--- config.mk ---
export PLATFORM = sky130hd
export DESIGN_NAME = bitser_alu_flat
export DESIGN_NICKNAME = d
export VERILOG_FILES = /design/src/rtl/bitser_alu_pkg.sv /design/src/rtl/bitser_alu_if.sv /design/src/rtl/bitser_alu_slice.sv /design/src/rtl/bitser_alu.sv /design/src/flat_wrapper.sv
export SDC_FILE = /design/constraint.sdc
export NUM_CORES = 1
export LEC_CHECK = 0
export ABC_AREA = 1
export CORE_MARGIN = 8
export CORE_UTILIZATION = 61
export DETAILED_ROUTE_END_ITERATION = 8
export DONT_BUFFER_PORTS = 1
export GPL_ROUTABILITY_DRIVEN = 0
export PLACE_DENSITY = 0.77
export SLEW_MARGIN = 20
export SYNTH_ARGS = -nofsm -noshare
export SYNTH_HDL_FRONTEND = slang
export SYNTH_SLANG_ARGS = --single-unit
--- constraint.sdc ---
create_clock -name clk -period 2.1 [get_ports clk]
set_input_delay 0.42 -clock clk [delete_from_list [all_inputs] [get_ports clk]]
set_output_delay 0.42 -clock clk [all_outputs]
set_load 0.02 [all_outputs]
--- src/rtl/bitser_alu_pkg.sv ---
// Shared types for the bit-serial accumulator ALU: opcodes, FSM states, opcode width.
package bitser_pkg;

  localparam int OP_W = 3;

  typedef enum logic [OP_W-1:0] {
    LOAD = 3'b000,
    ADD  = 3'b001,
    SUB  = 3'b010,
    AND  = 3'b011,
    OR   = 3'b100,
    XOR  = 3'b101,
    NOT  = 3'b110,
    NOP  = 3'b111
  } op_t;

  typedef enum logic [1:0] {
    IDLE  = 2'd0,
    SHIFT = 2'd1,
    DONE  = 2'd2
  } state_t;

endpackage

--- src/rtl/bitser_alu_if.sv ---
// Instruction/result bundle between the fetch/execute FSM (master) and bitser_alu (slave).
interface bitser_alu_if
  import bitser_pkg::*;
#(
  parameter int WIDTH = 8
);
  logic             start;
  op_t              op;
  logic [WIDTH-1:0] operand;
  logic             clr;
  logic             busy;
  logic             done;
  logic [WIDTH-1:0] acc_out;
  logic             serial_out;
  logic             serial_vld;
  logic             zf;
  logic             cf;

  modport master (
    output start, op, operand, clr,
    input  busy, done, acc_out, serial_out, serial_vld, zf, cf
  );

  modport slave (
    input  start, op, operand, clr,
    output busy, done, acc_out, serial_out, serial_vld, zf, cf
  );
endinterface

--- src/rtl/bitser_alu_slice.sv ---
// One-bit ALU slice: result bit and carry-out for a single LSB-first step.
module bitser_alu_slice
  import bitser_pkg::*;
(
  input  logic a_i,
  input  logic b_i,
  input  logic cin_i,
  input  op_t  op_i,
  output logic r_o,
  output logic cout_o
);

  logic b_eff;

  // NOTE: every output of a combinational block gets a default first so no path can infer a latch.
  always_comb begin
    r_o    = 1'b0;
    cout_o = 1'b0;
    b_eff  = (op_i == SUB) ? ~b_i : b_i;
    case (op_i)
      LOAD:    r_o = b_i;
      ADD,
      SUB: begin
        // SUB is a + ~b with the carry preset to 1 before the first bit.
        r_o    = a_i ^ b_eff ^ cin_i;
        cout_o = (a_i & b_eff) | (cin_i & (a_i ^ b_eff));
      end
      AND:     r_o = a_i & b_i;
      OR:      r_o = a_i | b_i;
      XOR:     r_o = a_i ^ b_i;
      NOT:     r_o = ~a_i;
      NOP:     r_o = a_i;
      default: r_o = a_i;
    endcase
  end

endmodule

--- src/rtl/bitser_alu.sv ---
// Bit-serial accumulator ALU: FSM, bit counter, accumulator/operand shifters and flags.
// Optional flags: define BITSER_ALU_FLAGS_EN to register zf/cf; otherwise both are tied to 0.
module bitser_alu
  import bitser_pkg::*;
#(
  parameter int WIDTH = 8
) (
  input  logic         clk,
  input  logic         rst_n,
  bitser_alu_if.slave  bus
);

  localparam int                CNT_W    = $clog2(WIDTH);
  localparam logic [CNT_W-1:0]  CNT_LAST = CNT_W'(WIDTH - 1);

  state_t           state_q, state_d;
  op_t              op_q, op_d;
  logic [WIDTH-1:0] acc_q, acc_d;
  logic [WIDTH-1:0] b_q, b_d;
  logic             carry_q, carry_d;
  logic [CNT_W-1:0] cnt_q, cnt_d;

  logic r_bit;
  logic c_out;

  bitser_alu_slice u_slice (
    .a_i    (acc_q[0]),
    .b_i    (b_q[0]),
    .cin_i  (carry_q),
    .op_i   (op_q),
    .r_o    (r_bit),
    .cout_o (c_out)
  );

  always_comb begin
    state_d = state_q;
    op_d    = op_q;
    acc_d   = acc_q;
    b_d     = b_q;
    carry_d = carry_q;
    cnt_d   = cnt_q;
    case (state_q)
      IDLE: begin
        if (bus.start) begin
          op_d    = bus.op;
          b_d     = bus.operand;
          carry_d = (bus.op == SUB);
          cnt_d   = '0;
          state_d = SHIFT;
        end else if (bus.clr) begin
          acc_d = '0;
        end
      end
      SHIFT: begin
        acc_d   = {r_bit, acc_q[WIDTH-1:1]};
        b_d     = b_q >> 1;
        carry_d = c_out;
        if (cnt_q == CNT_LAST) begin
          state_d = DONE;
        end else begin
          cnt_d = cnt_q + CNT_W'(1);
        end
      end
      DONE:    state_d = IDLE;
      default: state_d = IDLE;
    endcase
  end

  // NOTE: sequential state uses non-blocking assignments so every flop samples pre-edge values.
  always_ff @(posedge clk or negedge rst_n) begin
    if (!rst_n) begin
      state_q <= IDLE;
      op_q    <= LOAD;
      acc_q   <= '0;
      b_q     <= '0;
      carry_q <= 1'b0;
      cnt_q   <= '0;
    end else begin
      state_q <= state_d;
      op_q    <= op_d;
      acc_q   <= acc_d;
      b_q     <= b_d;
      carry_q <= carry_d;
      cnt_q   <= cnt_d;
    end
  end

`ifdef BITSER_ALU_FLAGS_EN
  logic zacc_q, zacc_d;
  logic zf_q, zf_d;
  logic cf_q, cf_d;

  always_comb begin
    zacc_d = zacc_q;
    zf_d   = zf_q;
    cf_d   = cf_q;
    case (state_q)
      IDLE:  if (bus.start) zacc_d = 1'b1;
      SHIFT: zacc_d = zacc_q & ~r_bit;
      DONE: begin
        zf_d = zacc_q;
        cf_d = ((op_q == ADD) || (op_q == SUB)) ? carry_q : 1'b0;
      end
      default: ;
    endcase
  end

  always_ff @(posedge clk or negedge rst_n) begin
    if (!rst_n) begin
      zacc_q <= 1'b0;
      zf_q   <= 1'b0;
      cf_q   <= 1'b0;
    end else begin
      zacc_q <= zacc_d;
      zf_q   <= zf_d;
      cf_q   <= cf_d;
    end
  end

  assign bus.zf = zf_q;
  assign bus.cf = cf_q;
`else
  assign bus.zf = 1'b0;
  assign bus.cf = 1'b0;
`endif

  assign bus.busy       = (state_q != IDLE);
  assign bus.done       = (state_q == DONE);
  assign bus.serial_vld = (state_q == SHIFT);
  assign bus.serial_out = (state_q == SHIFT) ? r_bit : 1'b0;
  assign bus.acc_out    = acc_q;

endmodule

--- src/flat_wrapper.sv ---
// flat-port wrapper written by rule: the top's interface ports become plain ports
module bitser_alu_flat import bitser_pkg::*;
#(
  parameter int WIDTH = 8
)
  (clk, rst_n, bus_start, bus_op, bus_operand, bus_clr, bus_busy, bus_done, bus_acc_out, bus_serial_out, bus_serial_vld, bus_zf, bus_cf);
  bitser_alu_if #(.WIDTH(WIDTH)) bus_i ();
  input  logic clk;
  input  logic rst_n;
  input wire logic [$bits(bus_i.start)-1:0] bus_start;
  input wire logic [$bits(bus_i.op)-1:0] bus_op;
  input wire logic [$bits(bus_i.operand)-1:0] bus_operand;
  input wire logic [$bits(bus_i.clr)-1:0] bus_clr;
  output wire logic [$bits(bus_i.busy)-1:0] bus_busy;
  output wire logic [$bits(bus_i.done)-1:0] bus_done;
  output wire logic [$bits(bus_i.acc_out)-1:0] bus_acc_out;
  output wire logic [$bits(bus_i.serial_out)-1:0] bus_serial_out;
  output wire logic [$bits(bus_i.serial_vld)-1:0] bus_serial_vld;
  output wire logic [$bits(bus_i.zf)-1:0] bus_zf;
  output wire logic [$bits(bus_i.cf)-1:0] bus_cf;
  assign bus_i.start = bus_start;
  assign bus_i.op = bus_op;
  assign bus_i.operand = bus_operand;
  assign bus_i.clr = bus_clr;
  assign bus_busy = bus_i.busy;
  assign bus_done = bus_i.done;
  assign bus_acc_out = bus_i.acc_out;
  assign bus_serial_out = bus_i.serial_out;
  assign bus_serial_vld = bus_i.serial_vld;
  assign bus_zf = bus_i.zf;
  assign bus_cf = bus_i.cf;
  bitser_alu #(.WIDTH(WIDTH)) u_core (.clk(clk), .rst_n(rst_n), .bus(bus_i));
endmodule
Word-level counts from Yosys, hierarchy flattened
Index checks and enable logic that the tools add are counted.
{"block": "totals", "ff_bits": 25, "input_bits": 15, "out_inout_bits": 14, "elab_cells": 60}
{"block": "classes", "n_addsub": 1, "eq_ne": 16, "mux": 17, "bitwise_logic": 10, "reduce_logical": 10}
{"operator": "$pmux W8 S2", "count": 2}
{"operator": "$mux W8", "count": 3}
{"operator": "$eq A3 B3 Y1 const B", "count": 5}
{"operator": "$eq A3 B2 Y1 const B", "count": 3}
{"operator": "$ne A2 B2 Y1 const B", "count": 4}
{"operator": "$pmux W1 S7", "count": 1}
{"operator": "$mux W3", "count": 2}
{"operator": "$pmux W3 S2", "count": 1}
{"operator": "$reduce_and A2 Y1", "count": 3}
{"operator": "$reduce_and A3 Y1", "count": 2}
{"operator": "$mux W1", "count": 4}
{"operator": "$mux W2", "count": 2}
{"operator": "$pmux W2 S2", "count": 1}
{"operator": "$reduce_bool A2 Y1", "count": 2}
{"operator": "$add A3 B1 Y3 const B", "count": 1}
{"operator": "$and A1 B1 Y1", "count": 3}
{"operator": "$eq A3 B1 Y1 const B", "count": 1}
{"operator": "$logic_not A3 Y1", "count": 1}
{"operator": "$xor A1 B1 Y1", "count": 3}
{"operator": "$eq A2 B1 Y1 const B", "count": 1}
{"operator": "$eq A2 B2 Y1 const B", "count": 1}
{"operator": "$logic_not A2 Y1", "count": 1}
{"operator": "$ne A2 B1 Y1 const B", "count": 1}
{"operator": "$not A1 Y1", "count": 2}
{"operator": "3 further kinds", "count": 4}

Logic depth before layout (Yosys ltp)
Gate-level depths: netlist (run 1).
{"block": "depth", "depth_word": 7, "ltp_mapped": 10, "ltp_nobuf": 10}

By module
From an unflattened synthesis (run 1), not the netlist that was laid out.
{"block": "hier_totals", "cells_unflattened": 174, "area_unflattened_um2": 1352.5}
{"mod": "bitser_alu", "n_inst": 1, "cells_per_inst": 142, "area_per_inst_um2": 1174.9, "seq_area_each_um2": 625.6}
{"mod": "bitser_alu_slice", "n_inst": 1, "cells_per_inst": 32, "area_per_inst_um2": 177.7, "seq_area_each_um2": 0.0}

Worst setup path before layout (run 1)
Ideal clock, no wire load.
{"block": "synth_timing", "path_type": "register to output", "start": "register u_core.op_q[0]", "end": "output port bus_serial_out", "arrival_time_ns": 1.531, "required_ns": 1.680, "path_slack_ns": 0.149, "path_stages_with_launch": 10, "path_buffers": 0, "path_cell_list": "dfrtp_1 > inv_2 > nand3_1 > xor2_1 > fa_1 > nor2_1 > nor2_1 > nand2_1 > nand2_1 > inv_1"}
{"block": "synth_via", "elab_chain_cells": 6, "word_cells_on_any_way": 14, "classes_between": "eq/ne (7); mux (3); bitwise (2); reduce/logical (2)"}
{"item": "start, declared", "line_no": "bitser_alu.sv:17", "rtl": "op_t op_q, op_d;"}
{"item": "start signal, assigned", "line_no": "bitser_alu.sv:80", "rtl": "op_q <= op_d;"}
{"item": "$eq A3 B2 Y1", "line_no": "bitser_alu_slice.sv:19, bitser_alu_slice.sv:20"}
{"item": "$mux W1", "line_no": "bitser_alu_slice.sv:19", "rtl": "b_eff = (op_i == SUB) ? ~b_i : b_i;"}
{"item": "$xor A1 B1 Y1 (2 in series)", "line_no": "bitser_alu_slice.sv:25", "rtl": "r_o = a_i ^ b_eff ^ cin_i;"}
{"item": "$pmux W1 S7 *", "line_no": "bitser_alu_slice.sv:20", "rtl": "case (op_i)"}
{"item": "$mux W1 *", "line_no": "bitser_alu.sv:130", "rtl": "assign bus.serial_out = (state_q == SHIFT) ? r_bit : 1'b0;"}
{"item": "end, declared", "line_no": "flat_wrapper.sv:17", "rtl": "output wire logic [$bits(bus_i.serial_out)-1:0] bus_serial_out;"}
Every way passes the cells marked *; elsewhere a longest branch is shown, timed or not.

Worst setup path after layout (run 1)
{"block": "layout_timing", "start": "register u_core.op_q[2]", "end": "output port bus_serial_out"}
Same word-level chain as after synthesis.

==> run summary, run 1 <==
The number of sinks on the clock net came out at 25. The most critical setup path has its endpoint at bus_serial_out. After clock tree synthesis, the clock-pin slew on the worst setup and hold paths is 0.14 ns.

The share of synthesized area occupied by flip-flops and latches came out at 0.464. The slowest stage of the critical path belongs to the cell sky130_fd_sc_hd__fa_1. The startpoint identified for the worst register-to-register timing path is u_core.op_q[2]. The relative max-transition margin is 0.641, and the overall power is 2.41 mW.

The critical path runs through a total of 9 cells. For this run, the top clock speed supported by timing is 0.440 GHz. The multi-input combinational cells in the finished layout cover a total of 562 µm². The finished layout holds 189 standard cells, fillers aside. Buffers inserted during clock tree synthesis total 3.

The actual transition at the worst max-transition pin was 0.538 ns. The floorplan step set the die height to 63 µm. The first routing iteration left 31 violations. The number of endpoints failing setup at the final stage was 1; the via count of the routed design was 1014. For the number of standard cells after synthesis, the log shows 153. The flop-to-flop setup slack was 0.37 ns.

The initial core utilization was 0.627; the final-layout fill cell count was 180. The worst setup slack after layout was -0.173 ns. The critical path goes through inv_2 > nand3_2 > xor2_2 > fa_1 > nor2_1 > nor2_1 > nand2_1 > nand2_2 > inv_4.

For the worst-skew pair, the clock arrives at the later sink with an insertion delay of 0.32 ns. The number of global-route vias before repair came out at 1025. The floorplan step defined a die boundary enclosing 0.00397 mm². IR analysis of the VDD net gives a maximum drop of 0.990 mV. The path type of the worst setup path is flop to output port. The category of cells accounting for the largest share of critical-path delay was adder cells.

The logs give 0.668 for the utilization of the core after routing and 29 for the number of placed I/O pins. Portion of the clock cycle consumed by the worst path in the final layout: 1.08. The final-stage net count is 182, and the number of DRC violations after detailed routing is 0. The detailed router put a total of 1080 µm of wire on met1. The logs give 0 for the remaining global-route overflow and 0.121 ns for the worst setup timing slack at the placement stage.

Compared with the post-synthesis result, the final layout area differs by 6.50%. The total power density per cell area is 1680 mW/mm². The routed length on met3 was 152 µm.

The first detailed-routing pass took 4 iterations. TritonCTS built the clock tree. The tools report the end of the worst register-to-register path as u_core.bus.acc_out[7]. In this run the standard cell core region covers 0.00215 mm². After layout, the minimum clock period comes to 2.27 ns. The maximum count of clock buffers along a single path was 2; the first-pass GRT wire length was 4470 µm. Clock tree synthesis selected as its root buffer the cell sky130_fd_sc_hd__clkbuf_4.

Type of the most critical hold path: primary input to async pin. Entering global routing, the biggest net connects 26 pins. In this run the worst path has a maximum fanout of 2. The timing startpoint of the critical path was u_core.op_q[2].

Sequential standard cell area: 626 µm². The H-tree depth reported by CTS was 1; the max-cap check violation count was 0. In this run, placement finished with an instance count of 180.

The final reports fail on negative setup slack. Average vias per placed instance: 5.37. During placement, the flow inserted port buffers numbering 0. The highest metal layer with signal wires was met4. The worst setup path is launched from a flop. In this run, synthesis produced a sequential element count of 25.

The most common cell type on the critical path was sky130_fd_sc_hd__nor2_1. Across the routed clock network, the largest skew measured is 0.0103 ns. The logs give 0 for the number of warnings issued by yosys and 0.0579 ns for the worst hold slack across all endpoints. sky130_fd_sc_hd__dfrtp_1 takes more of the synthesized area than any other cell. The final HPWL from detailed placement was 1920 µm; the number of nets still failing antenna checks after routing was 0. Measured in cells, the most critical reg-to-reg path has a length of 10.

The kind of end point of the critical path is an output port. Data on the critical path is required at its endpoint by 1.68 ns. For the leakage power of the design, the log shows 0.732 nW. The largest single stage delay on the critical path is 0.47 ns.

The number of standard-cell rows in the floorplan is 17. Setup repair after global routing could not meet its margin everywhere. The synthesized netlist occupies a cell area of 0.00135 mm².

The logs give 0 for the initial antenna violation count and 0.140 for the global-route total usage across every layer. The critical path contains buffers and inverters numbering 2 combined. The die is 63 µm wide. In the detailed route, the total length drawn on met2 is 1350 µm. The run finished, with violations left.

The share of cells above drive strength 1 is 0.186. The post-detailed-routing wire length was 2620 µm; the count of antenna diodes in the layout was 0. Ranked by total cell area, the synthesized netlist is headed by sky130_fd_sc_hd__dfrtp_1 46%, sky130_fd_sc_hd__nand2_1 10%, sky130_fd_sc_hd__inv_1 6.4%, sky130_fd_sc_hd__ha_1 3.7%, sky130_fd_sc_hd__nand3_1 3.7%.

The tools report the arrival time at the worst endpoint as 1.85 ns. The area share of the largest cell type after synthesis is 0.464, and the max-slew violation total from the final report is 0. The number of hold violations in the final report is 0, and the count of different cell masters after synthesis is 27.

The average wire per cell in the routed design came out at 13.9 µm. Average cell area after synthesis: 8.81 µm².
-- registers in the layout (all words and copies together), names as in the netlist --
| name | count |
|---|---|
| u_core.bus.acc_out | 8 |
| u_core.state_q | 2 |
| u_core.b_q | 8 |
| u_core.cnt_q | 3 |
| u_core.op_q | 3 |
| u_core.carry_q | 1 |
-- layout make-up --
type,instances,area share
clock buffers,3,0.0157
clock inverters,1,0.00349
inverters,30,0.0889
multi-input cells,94,0.391
flip-flops and latches,25,0.436
well taps,28,0.0244
repair buffers,8,0.0401
-- worst register-to-register path: cells and delay by family, from the launching register on --
kind / cells / cell delay [ns]
buffers and inverters: 2 / 0.18
flip-flops: 1 / 0.42
adder cells (fa/ha/maj): 1 / 0.47
XOR/XNOR: 1 / 0.15
AND/OR/NAND/NOR: 6 / 0.40
-- power breakdown --
part	leakage [nW]	switching (mW)	internal (mW)
combinational	0.400	0.825	0.487
sequential	0.314	0.195	0.697
clock	0.0177	0.140	0.0712
-- routing by layer --
metal / vias to the layer above / track usage
met1: 484 / 0.146
met5: - / 0
met4: 0 / 0.0741
li1: 505 / -
met3: 4 / 0.0502
met2: 21 / 0.241
-- synth_stat cells --
master / count
sky130_fd_sc_hd__buf_6: 1
sky130_fd_sc_hd__nor2_1: 7
sky130_fd_sc_hd__nand2_1: 37
sky130_fd_sc_hd__xor2_1: 1
sky130_fd_sc_hd__inv_2: 5
sky130_fd_sc_hd__o211ai_1: 2
sky130_fd_sc_hd__dfrtp_1: 25
sky130_fd_sc_hd__nor2_8: 1
sky130_fd_sc_hd__ha_1: 4
sky130_fd_sc_hd__nand4_1: 1
sky130_fd_sc_hd__a211oi_2: 3
sky130_fd_sc_hd__nor3_1: 4
sky130_fd_sc_hd__buf_4: 3
sky130_fd_sc_hd__conb_1: 1
sky130_fd_sc_hd__buf_12: 1
sky130_fd_sc_hd__fa_1: 1
sky130_fd_sc_hd__nand3_4: 1
sky130_fd_sc_hd__nand3_1: 10
sky130_fd_sc_hd__inv_6: 1
sky130_fd_sc_hd__inv_8: 1
sky130_fd_sc_hd__nand2_8: 1
sky130_fd_sc_hd__o21ai_0: 9
sky130_fd_sc_hd__inv_1: 23
sky130_fd_sc_hd__o21a_1: 1
sky130_fd_sc_hd__a22o_1: 1
sky130_fd_sc_hd__o22ai_1: 6
sky130_fd_sc_hd__o21ai_1: 2
-- stage by stage --
stage | TNS, ns | instance area [µm²]
6_report | -0.173 | 1440
5_1_grt | -0.263 | 1440
4_1_cts | -0.180 | 1430
3_5_place_dp | 0 | 1360
3_3_place_gp | 0 | 1360
2_1_floorplan | 0 | 1350
-- timing repair --
action | CTS | global route
pin swaps | 2 | 5
buffers inserted | 4 | 0
setup endpoints to repair | 1 | 1
gates resized for setup | 5 | 1
hold endpoints to repair | 25 | 0
hold buffers | 1 | 0
-- how the worst min path moves through the flow --
stage	cells past startpoint	to	startpoint	slack [ns]
global placement	0	u_core.bus.acc_out[3]	rst_n	0.13
detailed placement	0	u_core.bus.acc_out[3]	rst_n	0.13
CTS	2	u_core.op_q[1]	bus_op[1]	0.22
global route	1	u_core.bus.acc_out[4]	rst_n	0.08
floorplan	0	u_core.b_q[0]	rst_n	0.12
finish	1	u_core.bus.acc_out[6]	rst_n	0.06
-- cell usage in the layout (no fill, tap or decap), types with 4 or more instances in the layout --
| cell | n |
|---|---|
| sky130_fd_sc_hd__buf_4 | 7 |
| sky130_fd_sc_hd__dfrtp_1 | 25 |
| sky130_fd_sc_hd__ha_1 | 4 |
| sky130_fd_sc_hd__inv_1 | 21 |
| sky130_fd_sc_hd__inv_2 | 6 |
| sky130_fd_sc_hd__nand2_1 | 36 |
| sky130_fd_sc_hd__nand3_1 | 9 |
| sky130_fd_sc_hd__nor2_1 | 7 |
| sky130_fd_sc_hd__nor3_1 | 4 |
| sky130_fd_sc_hd__o21ai_0 | 9 |
| sky130_fd_sc_hd__o22ai_1 | 6 |
-- kinds of logic (layout without fill, tap and decap cells) --
group | after synthesis | after routing | synth area share
flops | 25 | 25 | 0.464
simple gates | 62 | 62 | 0.222
xor+xnor | 1 | 1 | 0.00650
buf+inv | 35 | 42 | 0.133
fa+ha+maj | 5 | 5 | 0.0520
compound gates | 24 | 24 | 0.120
other cells | 1 | 2 | 0.00278
Power figures use the tool's default switching activity.
==> inputs of run 2 (changes only) <==
--- a/config.mk
+++ b/config.mk
@@ -6,12 +6,14 @@
 export NUM_CORES = 1
 export LEC_CHECK = 0
 export ABC_AREA = 1
+export CELL_PAD_IN_SITES_DETAIL_PLACEMENT = 1
+export CELL_PAD_IN_SITES_GLOBAL_PLACEMENT = 1
 export CORE_MARGIN = 8
-export CORE_UTILIZATION = 61
+export CORE_UTILIZATION = 46
 export DETAILED_ROUTE_END_ITERATION = 8
 export DONT_BUFFER_PORTS = 1
 export GPL_ROUTABILITY_DRIVEN = 0
-export PLACE_DENSITY = 0.77
+export PLACE_DENSITY_LB_ADDON = 0.1
 export SLEW_MARGIN = 20
 export SYNTH_ARGS = -nofsm -noshare
 export SYNTH_HDL_FRONTEND = slang
==> run 2 against run 1 <==
Against the previous run: the run still ends with negative setup slack left; largest cell class unchanged; worst setup slack improved by 0.012 ns; largest power group unchanged; highest routed layer unchanged; clock skew decreased by 0.0078 ns; total power decreased by 0.18%.
==> run summary, run 2 (synthesis gave the netlist of run 1 again) <==
The post-detailed-routing wire length came out at 2870 µm (was 2620 µm). The timing startpoint of the critical path is u_core.op_q[0] (was u_core.op_q[2]). The share of cells above drive strength 1 came out at 0.184 (was 0.186).

For the final-layout fill cell count, the log shows 342 (was 180). The run gives 0.31 ns (was 0.32 ns) as the clock latency at the later pin of the worst-skew pair. The via count of the routed design was 1036 (was 1014). The tools report the number of nets still failing antenna checks after routing as 0 (unchanged). The post-layout minimum cycle time came out at 2.26 ns (was 2.27 ns). In this run the most critical hold path is launched from bus_op[1].

The portion of the clock cycle consumed by the worst path in the final layout works out to 1.08 (about the same). The run gives 0.848 mV (was 0.990 mV) as the worst supply voltage drop on vdd. The area of the die is 0.00492 mm² (was 0.00397 mm²).

Highest-count cells in the layout ignoring fill and taps: 36 x sky130_fd_sc_hd__nand2_1, 25 x sky130_fd_sc_hd__dfrtp_1, 21 x sky130_fd_sc_hd__inv_1 (unchanged). The tools report the global-route total usage across every layer as 0.125 (was 0.140). The cell at the root of the clock tree is sky130_fd_sc_hd__clkbuf_4 (unchanged). Failing checks: negative setup slack (unchanged). The logs give 184 (was 180) for the total instance count after detailed placement and -0.161 ns (was -0.173 ns) for the total negative setup slack.

The die extent in y is 70.1 µm (was 63 µm), and the final clock skew is 0.00249 ns (was 0.0103 ns). The number of iterations in the first detailed-routing pass came out at 3 (was 4). The tools report the startpoint of the most critical register-to-register path as u_core.op_q[0] (was u_core.op_q[2]). For the utilization of the core after routing, the log shows 0.528 (was 0.668). The TritonCTS buffer count was 3 (unchanged). The initial core utilization was 0.484 (was 0.627); the flop-to-flop setup slack was 0.49 ns (was 0.37 ns). For the H-tree depth reported by CTS, the log shows 1 (unchanged). The path with the worst hold slack has its endpoint at u_core.op_q[1].

Maximum number of pins on one net before global-route repair: 26 (unchanged). Setup repair after global routing could not meet its margin everywhere. For the number of standard-cell rows in the floorplan, the log shows 19 (was 17). The total power density per cell area was 1640 mW/mm² (was 1680 mW/mm²); the number of hold violations in the final report was 0 (unchanged). For the final HPWL from detailed placement, the log shows 2210 µm (was 1920 µm). The highest clock rate is 0.442 GHz (was 0.440 GHz), and the share of total power in sequential cells is 0.370 (was 0.369).

For the final-stage net count, the log shows 184 (was 182). The cell internal power dissipation is 1.26 mW (about the same). The cell count of the worst reg-to-reg path works out to 9 (was 10). The leakage power of the design is 0.744 nW (was 0.732 nW), and the area of combinational cells with multiple inputs is 562 µm² (unchanged).

The tools report the number of endpoints failing setup at the final stage as 1 (unchanged). The logs give 194 (was 189) for the final cell count without fillers and 0.00278 mm² (was 0.00215 mm²) for the core footprint. The horizontal extent of the die is 70.1 µm (was 63 µm). The number of buffers inserted by port buffering is 0 (unchanged), and the first-pass GRT wire length is 5180 µm (was 4470 µm). The sequential standard cell area was 626 µm² (unchanged); the DRC violation total after the first TritonRoute iteration was 28 (was 31). The average vias per placed instance was 5.34 (was 5.37); the number of DRC violations after detailed routing was 0 (unchanged).

The path type of the worst setup path is flop to output port (unchanged). The number of global-route vias before repair is 1172 (was 1025). The flow ran to the end, but the final reports show violations. Nature of the critical path startpoint: a flop (unchanged). The worst hold path passes through 2 cells. The switching share of power was 0.478 (was 0.480).

Initial antenna violation count: 0 (unchanged). The run gives 29 (unchanged) as the number of placed I/O pins. Commonest non-fill, non-tap cell in the layout: sky130_fd_sc_hd__nand2_1 (unchanged).

TritonCTS built the clock tree. Type of the most critical hold path: primary input to flop (was primary input to async pin). The clock share of power came out at 0.087 (about the same). The run gives 0.544 (was 0.543) as the combinational power share. Reported net switching power: 1.15 mW (was 1.16 mW).

The arrival time at the worst endpoint is 1.84 ns (was 1.85 ns). The maximum fanout count along the critical path came out at 2 (unchanged). The kind of end point of the critical path is an output port (unchanged). The remaining global-route overflow is 0 (unchanged). For the worst setup slack after layout, the log shows -0.161 ns (was -0.173 ns).

Max-cap check violation count: 0 (unchanged). The average wire per cell in the routed design came out at 14.8 µm (was 13.9 µm). The relative area change from synthesis to final layout came out at 8.91% (was 6.50%).

The required arrival time at the worst endpoint was 1.68 ns (about the same). The logs give 2 (unchanged) for the maximum count of clock buffers along a single path and 0 (unchanged) for the count of antenna diodes in the layout. The tools report the end of the worst register-to-register path as u_core.bus.acc_out[7] (unchanged). The tools report the number of sinks on the clock net as 25 (unchanged). Max-slew violation total from the final report: 0 (unchanged). The clock slew at the register clock pins of the worst setup and hold paths works out to 0.13 ns (was 0.14 ns).
==> run 2: worst max path at each step <==
stage | to | slack [ns] | cells past startpoint
finish | bus_serial_out | -0.16 | 9
global route | bus_serial_out | -0.32 | 9
CTS | bus_serial_out | -0.22 | 9
detailed placement | bus_serial_out | 0.09 | 9
global placement | bus_serial_out | 0.13 | 9
floorplan | bus_serial_out | 0.15 | 9
==> run 2: through the flow <==
step / total power [mW] / setup slack, ns / instance area, µm² / hold slack [ns]
global route: 2.67 / -0.317 / 1470 / 0.244
global placement: 2.07 / 0.129 / 1370 / 0.125
finish: 2.41 / -0.161 / 1470 / 0.237
CTS: 2.42 / -0.220 / 1450 / 0.224
detailed placement: 2.13 / 0.0883 / 1370 / 0.125
floorplan: 1.91 / 0.149 / 1350 / 0.124
==> run 2: routing by layer <==
metal / track usage / part of all wire / vias up
met2: 0.229 / 0.54 / 15
met5: 0 / 0 / -
met4: 0.0335 / 0.010 / 0
met3: 0.0438 / 0.053 / 4
met1: 0.130 / 0.39 / 512
li1: - / - / 505
==> run 2: power groups by stage <==
| stage | Clock, mW | Sequential, mW | Combinational, mW |
|---|---|---|---|
| final | 0.209 | 0.891 | 1.31 |
| after global routing | 0.242 | 0.917 | 1.51 |
| after CTS | 0.223 | 0.898 | 1.29 |
| after detailed placement | 0 | 0.905 | 1.22 |
| after global placement | 0 | 0.892 | 1.17 |
| after floorplan | 0 | 0.888 | 1.02 |
==> run 2: timing repair <==
action                                 in CTS  in global routing
pin swaps                                   4                  4
buffers inserted                            2                  2
gates resized for setup                     4                  1
endpoints found under the hold margin      25                  0
setup endpoints to repair                   1                  1
hold buffers                                2                  0
==> run 2: layout make-up <==
type,instances,share of cell area
inverter,30,0.0853
tap,31,0.0264
timing repair buffer,10,0.0614
clock buffer,4,0.0179
sequential,25,0.426
multi-input combinational,94,0.383
==> run 2: critical path, cell delays in order (launching register included) <==
cell and delay, ns:
sky130_fd_sc_hd__dfrtp_1 0.41, sky130_fd_sc_hd__inv_2 0.07, sky130_fd_sc_hd__nand3_2 0.07, sky130_fd_sc_hd__xor2_2 0.15, sky130_fd_sc_hd__fa_1 0.49, sky130_fd_sc_hd__nor2_1 0.04
sky130_fd_sc_hd__nor2_1 0.09, sky130_fd_sc_hd__nand2_1 0.07, sky130_fd_sc_hd__nand2_2 0.07, sky130_fd_sc_hd__inv_2 0.07
==> inputs of run 3 (changes only) <==
--- a/config.mk
+++ b/config.mk
@@ -14,6 +14,7 @@
 export DONT_BUFFER_PORTS = 1
 export GPL_ROUTABILITY_DRIVEN = 0
 export PLACE_DENSITY_LB_ADDON = 0.1
+export RECOVER_POWER = 25
 export SLEW_MARGIN = 20
 export SYNTH_ARGS = -nofsm -noshare
 export SYNTH_HDL_FRONTEND = slang
==> run 3 against run 2 <==
Against the previous run: the run still ends with negative setup slack left; maximum frequency unchanged; sequential share of layout area is 0.48 points higher; die area stayed put; utilization down 0.58 points; critical path depth unchanged; clock power about the same; via count barely moved; count of clock-buffer cells in the layout unchanged; clock skew about the same; register-to-register slack about the same; critical endpoint unchanged.
==> run summary, run 3 (synthesis gave the netlist of run 1 again) <==
The run finished, with violations left. Failing checks: negative setup slack (unchanged). H-tree depth reported by CTS: 1 (unchanged). Required arrival time at the worst endpoint: 1.68 ns (about the same). The initial core utilization came out at 0.484 (unchanged). The core footprint was 0.00278 mm² (unchanged).

For the count of antenna diodes in the layout, the log shows 0 (unchanged). The commonest non-fill, non-tap cell in the layout was sky130_fd_sc_hd__nand2_1 (unchanged). The die extent in y came out at 70.1 µm (unchanged).

The initial antenna violation count was 0 (unchanged); the remaining global-route overflow was 0 (unchanged). The post-route cell area is 0.00145 mm² (was 0.00147 mm²). Number of global-route vias before repair: 1172 (unchanged). Setup repair after global routing could not meet its margin everywhere. For the worst setup timing slack at the placement stage, the log shows 0.0883 ns (unchanged).

The maximum fanout count along the critical path was 2 (unchanged). The final-layout fill cell count came out at 345 (was 342). The global-route total usage across every layer came out at 0.125 (unchanged). The arrival time at the worst endpoint came out at 1.84 ns (about the same).

The total instance count after detailed placement was 184 (unchanged); the relative area change from synthesis to final layout was 7.71% (was 8.91%). The number of nets still failing antenna checks after routing came out at 0 (unchanged). The number of hold violations in the final report is 0 (unchanged), and the post-placement cell area is 0.00137 mm² (unchanged). Highest-count cells in the layout ignoring fill and taps: 36 x sky130_fd_sc_hd__nand2_1, 25 x sky130_fd_sc_hd__dfrtp_1, 21 x sky130_fd_sc_hd__inv_1 (unchanged). The highest clock rate was 0.442 GHz (unchanged); the horizontal extent of the die was 70.1 µm (unchanged). The average wire per cell in the routed design was 14.8 µm (about the same).

Number of placed I/O pins: 29 (unchanged). Category of cells accounting for the largest share of critical-path delay: adder cells (unchanged). The leakage power of the design is 0.736 nW (was 0.744 nW).

The portion of the clock cycle consumed by the worst path in the final layout came out at 1.08 (unchanged). The path type of the worst setup path was flop to output port (unchanged). The tools report the worst setup slack after layout as -0.161 ns (unchanged). The tools report the kind of end point of the critical path as an output port (unchanged).

The type of the most critical hold path was primary input to flop (unchanged). The final-stage net count is 184 (unchanged). TritonCTS built the clock tree. Sequence of cells on the critical path: inv_2 > nand3_2 > xor2_2 > fa_1 > nor2_1 > nor2_1 > nand2_1 > nand2_2 > inv_2 (unchanged).

For the TritonCTS buffer count, the log shows 3 (unchanged). The sequential standard cell area came out at 626 µm² (unchanged). Nature of the critical path startpoint: a flop (unchanged). The run gives 5180 µm (unchanged) as the first-pass GRT wire length. The final HPWL from detailed placement is 2210 µm (unchanged), and the number of DRC violations after detailed routing is 0 (unchanged).

The logs give 25 (unchanged) for the number of sinks on the clock net and 3 (unchanged) for the number of iterations in the first detailed-routing pass. The share of cells above drive strength 1 was 0.178 (was 0.184). The area of the die came out at 0.00492 mm² (unchanged).

The utilization of the core after routing is 0.522 (was 0.528). For the DRC violation total after the first TritonRoute iteration, the log shows 28 (unchanged). The run gives 0 (unchanged) as the max-cap check violation count. The overall power is 2.41 mW (about the same). The maximum number of pins on one net before global-route repair came out at 26 (unchanged). Worst hold slack across all endpoints: 0.237 ns (unchanged). Longest individual stage delay on the worst path: 0.49 ns (about the same). The final cell count without fillers is 194 (unchanged). Worst supply voltage drop on vdd: 0.848 mV (about the same). The maximum count of clock buffers along a single path was 2 (unchanged); the number of endpoints failing setup at the final stage was 1 (unchanged). The actual transition at the worst max-transition pin was 1.36 ns. Cell at the root of the clock tree: sky130_fd_sc_hd__clkbuf_4 (unchanged). The post-layout minimum cycle time came out at 2.26 ns (unchanged).

Relative max-transition margin: 0.0964. The slowest library cell on the worst path was sky130_fd_sc_hd__fa_1 (unchanged). Clock slew at the register clock pins of the worst setup and hold paths: 0.13 ns (about the same). The total power density per cell area was 1660 mW/mm² (was 1640 mW/mm²); the area of combinational cells with multiple inputs was 562 µm² (unchanged). The total buffers and inverters traversed by the critical path was 2 (unchanged). The clock latency at the later pin of the worst-skew pair is 0.31 ns (about the same). For the via count of the routed design, the log shows 1035 (was 1036).

The average vias per placed instance is 5.34 (about the same). The max-slew violation total from the final report was 0 (unchanged); the number of standard-cell rows in the floorplan was 19 (unchanged). The total negative setup slack came out at -0.161 ns (unchanged). For the post-detailed-routing wire length, the log shows 2880 µm (was 2870 µm). The number of buffers inserted by port buffering came out at 0 (unchanged). The final clock skew is 0.00291 ns (was 0.00249 ns).
[run 3: changes by cell type in the layout (fill, tap and decap cells not counted), sizes merged]
cell,delta
buf,-1
clkbuf,+1
[run 3: layout make-up]
type	instances	area share
timing repair buffer	10	0.0509
inverter	30	0.0862
clock buffer	4	0.0181
tap	31	0.0267
sequential	25	0.431
multi-input combinational	94	0.387
[run 3: worst reg2reg max path, cell delays in order, from the launching register on]
cell                      delay, ns
sky130_fd_sc_hd__dfrtp_1       0.41
sky130_fd_sc_hd__inv_2         0.07
sky130_fd_sc_hd__nand3_2       0.07
sky130_fd_sc_hd__xor2_2        0.15
sky130_fd_sc_hd__fa_1          0.49
sky130_fd_sc_hd__nor2_1        0.04
sky130_fd_sc_hd__nor2_1        0.09
sky130_fd_sc_hd__nand2_1       0.07
sky130_fd_sc_hd__nand2_2       0.07
sky130_fd_sc_hd__nand2_1       0.05
[run 3: repair_timing]
item	CTS	global route
setup buffers	2	2
hold endpoints to repair	25	0
hold buffers	2	0
setup endpoints to repair	1	1
gates resized for setup	4	1
pin swaps	4	4
[run 3: routing by layer]
layer | wire [µm] | part of all wire | vias to the layer above | GRT usage
li1 | - | - | 504 | -
met1 | 1130 | 0.39 | 512 | 0.130
met2 | 1570 | 0.54 | 15 | 0.229
met3 | 153 | 0.053 | 4 | 0.0438
met4 | 29 | 0.010 | 0 | 0.0335
met5 | 0 | 0 | - | 0
[run 3: worst paths after layout]
| path | start | to | slack [ns] | depth (start not counted) |
|---|---|---|---|---|
| max | u_core.op_q[0] | bus_serial_out | -0.16 | 9 |
| min | bus_op[1] | u_core.op_q[1] | 0.24 | 2 |
| max reg2reg | u_core.op_q[0] | u_core.bus.acc_out[7] | 0.49 | 9 |
| min reg2reg | u_core.b_q[5] | u_core.b_q[5] | 0.49 | 2 |
| max in group asynchronous | rst_n | u_core.op_q[1] | 0.38 | 2 |
| min in group asynchronous | rst_n | u_core.cnt_q[0] | 0.93 | 2 |
[run 3: report_power, final]
| group | switching (mW) | internal, mW | total, mW |
|---|---|---|---|
| registers | 0.194 | 0.697 | 0.891 |
| logic | 0.824 | 0.483 | 1.31 |
| clock network | 0.135 | 0.0741 | 0.209 |
| total | 1.15 | 1.25 | 2.41 |
==> RTL change, RTL diff (settings of run 3) <==
`WIDTH` is set to 8 in 3 places; all go to 4.
--- a/src/rtl/bitser_alu_if.sv
+++ b/src/rtl/bitser_alu_if.sv
@@ -2,7 +2,7 @@
 interface bitser_alu_if
   import bitser_pkg::*;
 #(
-  parameter int WIDTH = 8
+  parameter int WIDTH = 4
 );
   logic             start;
   op_t              op;
--- a/src/rtl/bitser_alu.sv
+++ b/src/rtl/bitser_alu.sv
@@ -3,7 +3,7 @@
 module bitser_alu
   import bitser_pkg::*;
 #(
-  parameter int WIDTH = 8
+  parameter int WIDTH = 4
 ) (
   input  logic         clk,
   input  logic         rst_n,
--- a/src/flat_wrapper.sv
+++ b/src/flat_wrapper.sv
@@ -1,7 +1,7 @@
 // flat-port wrapper written by rule: the top's interface ports become plain ports
 module bitser_alu_flat import bitser_pkg::*;
 #(
-  parameter int WIDTH = 8
+  parameter int WIDTH = 4
 )
   (clk, rst_n, bus_start, bus_op, bus_operand, bus_clr, bus_busy, bus_done, bus_acc_out, bus_serial_out, bus_serial_vld, bus_zf, bus_cf);
   bitser_alu_if #(.WIDTH(WIDTH)) bus_i ();
Interface: changed (resized bus_acc_out and bus_operand); port bits go from 29 to 21. The function was not compared with the original's and may differ.
==> RTL change against run 3 <==
- the flow still finishes with violations (setup timing)
- area after synthesis fell by 33%
- count of clock-buffer cells in the layout did not move
- cell area fell by 30%
- core utilization rose by 1.1 points
- sequential cell count fell by 9
- total power fell by 28%
- worst setup slack improved by 0.014 ns
- routed wire length fell by 28%
==> RTL change: results (changes against run 3) <==
- The minimum setup slack among reg-to-reg paths is 0.47 ns (-0.02 ns).
- The maximum number of pins on one net before global-route repair is 17 (-35%).
- The fraction of final layout cells with drive strength greater than 1 is 19.2% (+1.4 points).
- The area of combinational cells with multiple inputs was 395 µm² (-30%).
- The final count of negative-setup-slack endpoints is 1 (unchanged).
- The via count of the first global-routing pass came to 751 (-36%).
- By area the synthesized netlist is led by sky130_fd_sc_hd__dfrtp_1, sky130_fd_sc_hd__nand2_1, sky130_fd_sc_hd__inv_1, sky130_fd_sc_hd__nand3_1, sky130_fd_sc_hd__buf_4.
- The HPWL after detailed placement came to 1.57 mm (-29%).
- The non-clock buffer share of cell area is 6.17% (+1.1 points).
- The number of design-rule violations left by the first detailed-router iteration is 3 (-89%).
- The multi-input combinational cell count is 70 (-26%).
- The final-layout clock-cell area share came to 3.58% (+1.8 points).
- The first-pass GRT wire length is 3.32 mm (-36%).
- The count of filler cells inserted in the layout is 244 (-29%).
- The detailed-route wire length was 2.06 mm (-28%).
- The per-cell via count in the routed design was 4.98 (-6.7%).
- The worst clock skew is 0.0125 ns (+0.00955 ns).
- The number of signal-net inverters in the final layout is 22 (-27%).
- The run finished, with violations left.
- The total cell area at the placement stage is 935 µm² (-32%).
- From synthesis to final layout, the design area changed by 12.0%.
- The setup TNS was -0.146 ns (+0.0145 ns).
- The worst slack at placement was 0.104 ns (+0.0158 ns).
- The worst voltage drop across the vdd grid is 0.875 mV (+3.1%).
- The switching share of power is 47.9% (about the same).
- The count of unique library cells instantiated by Yosys is 25 (-7.4%).
- The final reports fail on setup timing.
- The register fraction of the total cell area is 39.5% (-3.6 points).
- The number of cells after detailed placement came to 139 (-24%).
- The cell leakage power is 0.531 nW (-28%).
- The overall track demand over capacity in global routing came to 12.2% (-0.30 points).
- The tightest slew margin relative to the limit is 50.6% (+41 points).
- The least setup slack across all paths after layout is -0.146 ns (+0.0145 ns).
- The post-layout instance count excluding filler cells is 147 (-24%).
## RTL change: cell types whose count changed after synthesis, sizes merged, moves of 4 or more
cell and change:
dfrtp -9, inv -9, nand2 -12, o22ai -4
## RTL change: kinds of logic after synthesis
| group | synth area share, % |
|---|---|
| simple gates | 23.8 |
| buf+inv | 13.3 |
| flops | 44.3 |
| compound gates | 9.82 |
| fa+ha+maj | 6.36 |
| other cells | 0.415 |
| xor+xnor | 0.968 |
| mux | 1.11 |
## RTL change: metal layers
| layer | wire, µm | global-route usage [%] | vias up |
|---|---|---|---|
| li1 | - | - | 362 |
| met1 | 807 | 12.7 | 348 |
| met2 | 1090 | 22.3 | 18 |
| met3 | 135 | 3.39 | 4 |
| met4 | 26 | 5.10 | 0 |
| met5 | 0 | 0 | - |
## RTL change: power groups by stage
stage	clock network, mW	registers, mW	logic (mW)
floorplan	0	0.558	0.707
global route	0.215	0.577	1.11
CTS	0.205	0.557	0.957
global placement	0	0.559	0.846
detailed placement	0	0.568	0.887
finish	0.201	0.561	0.966
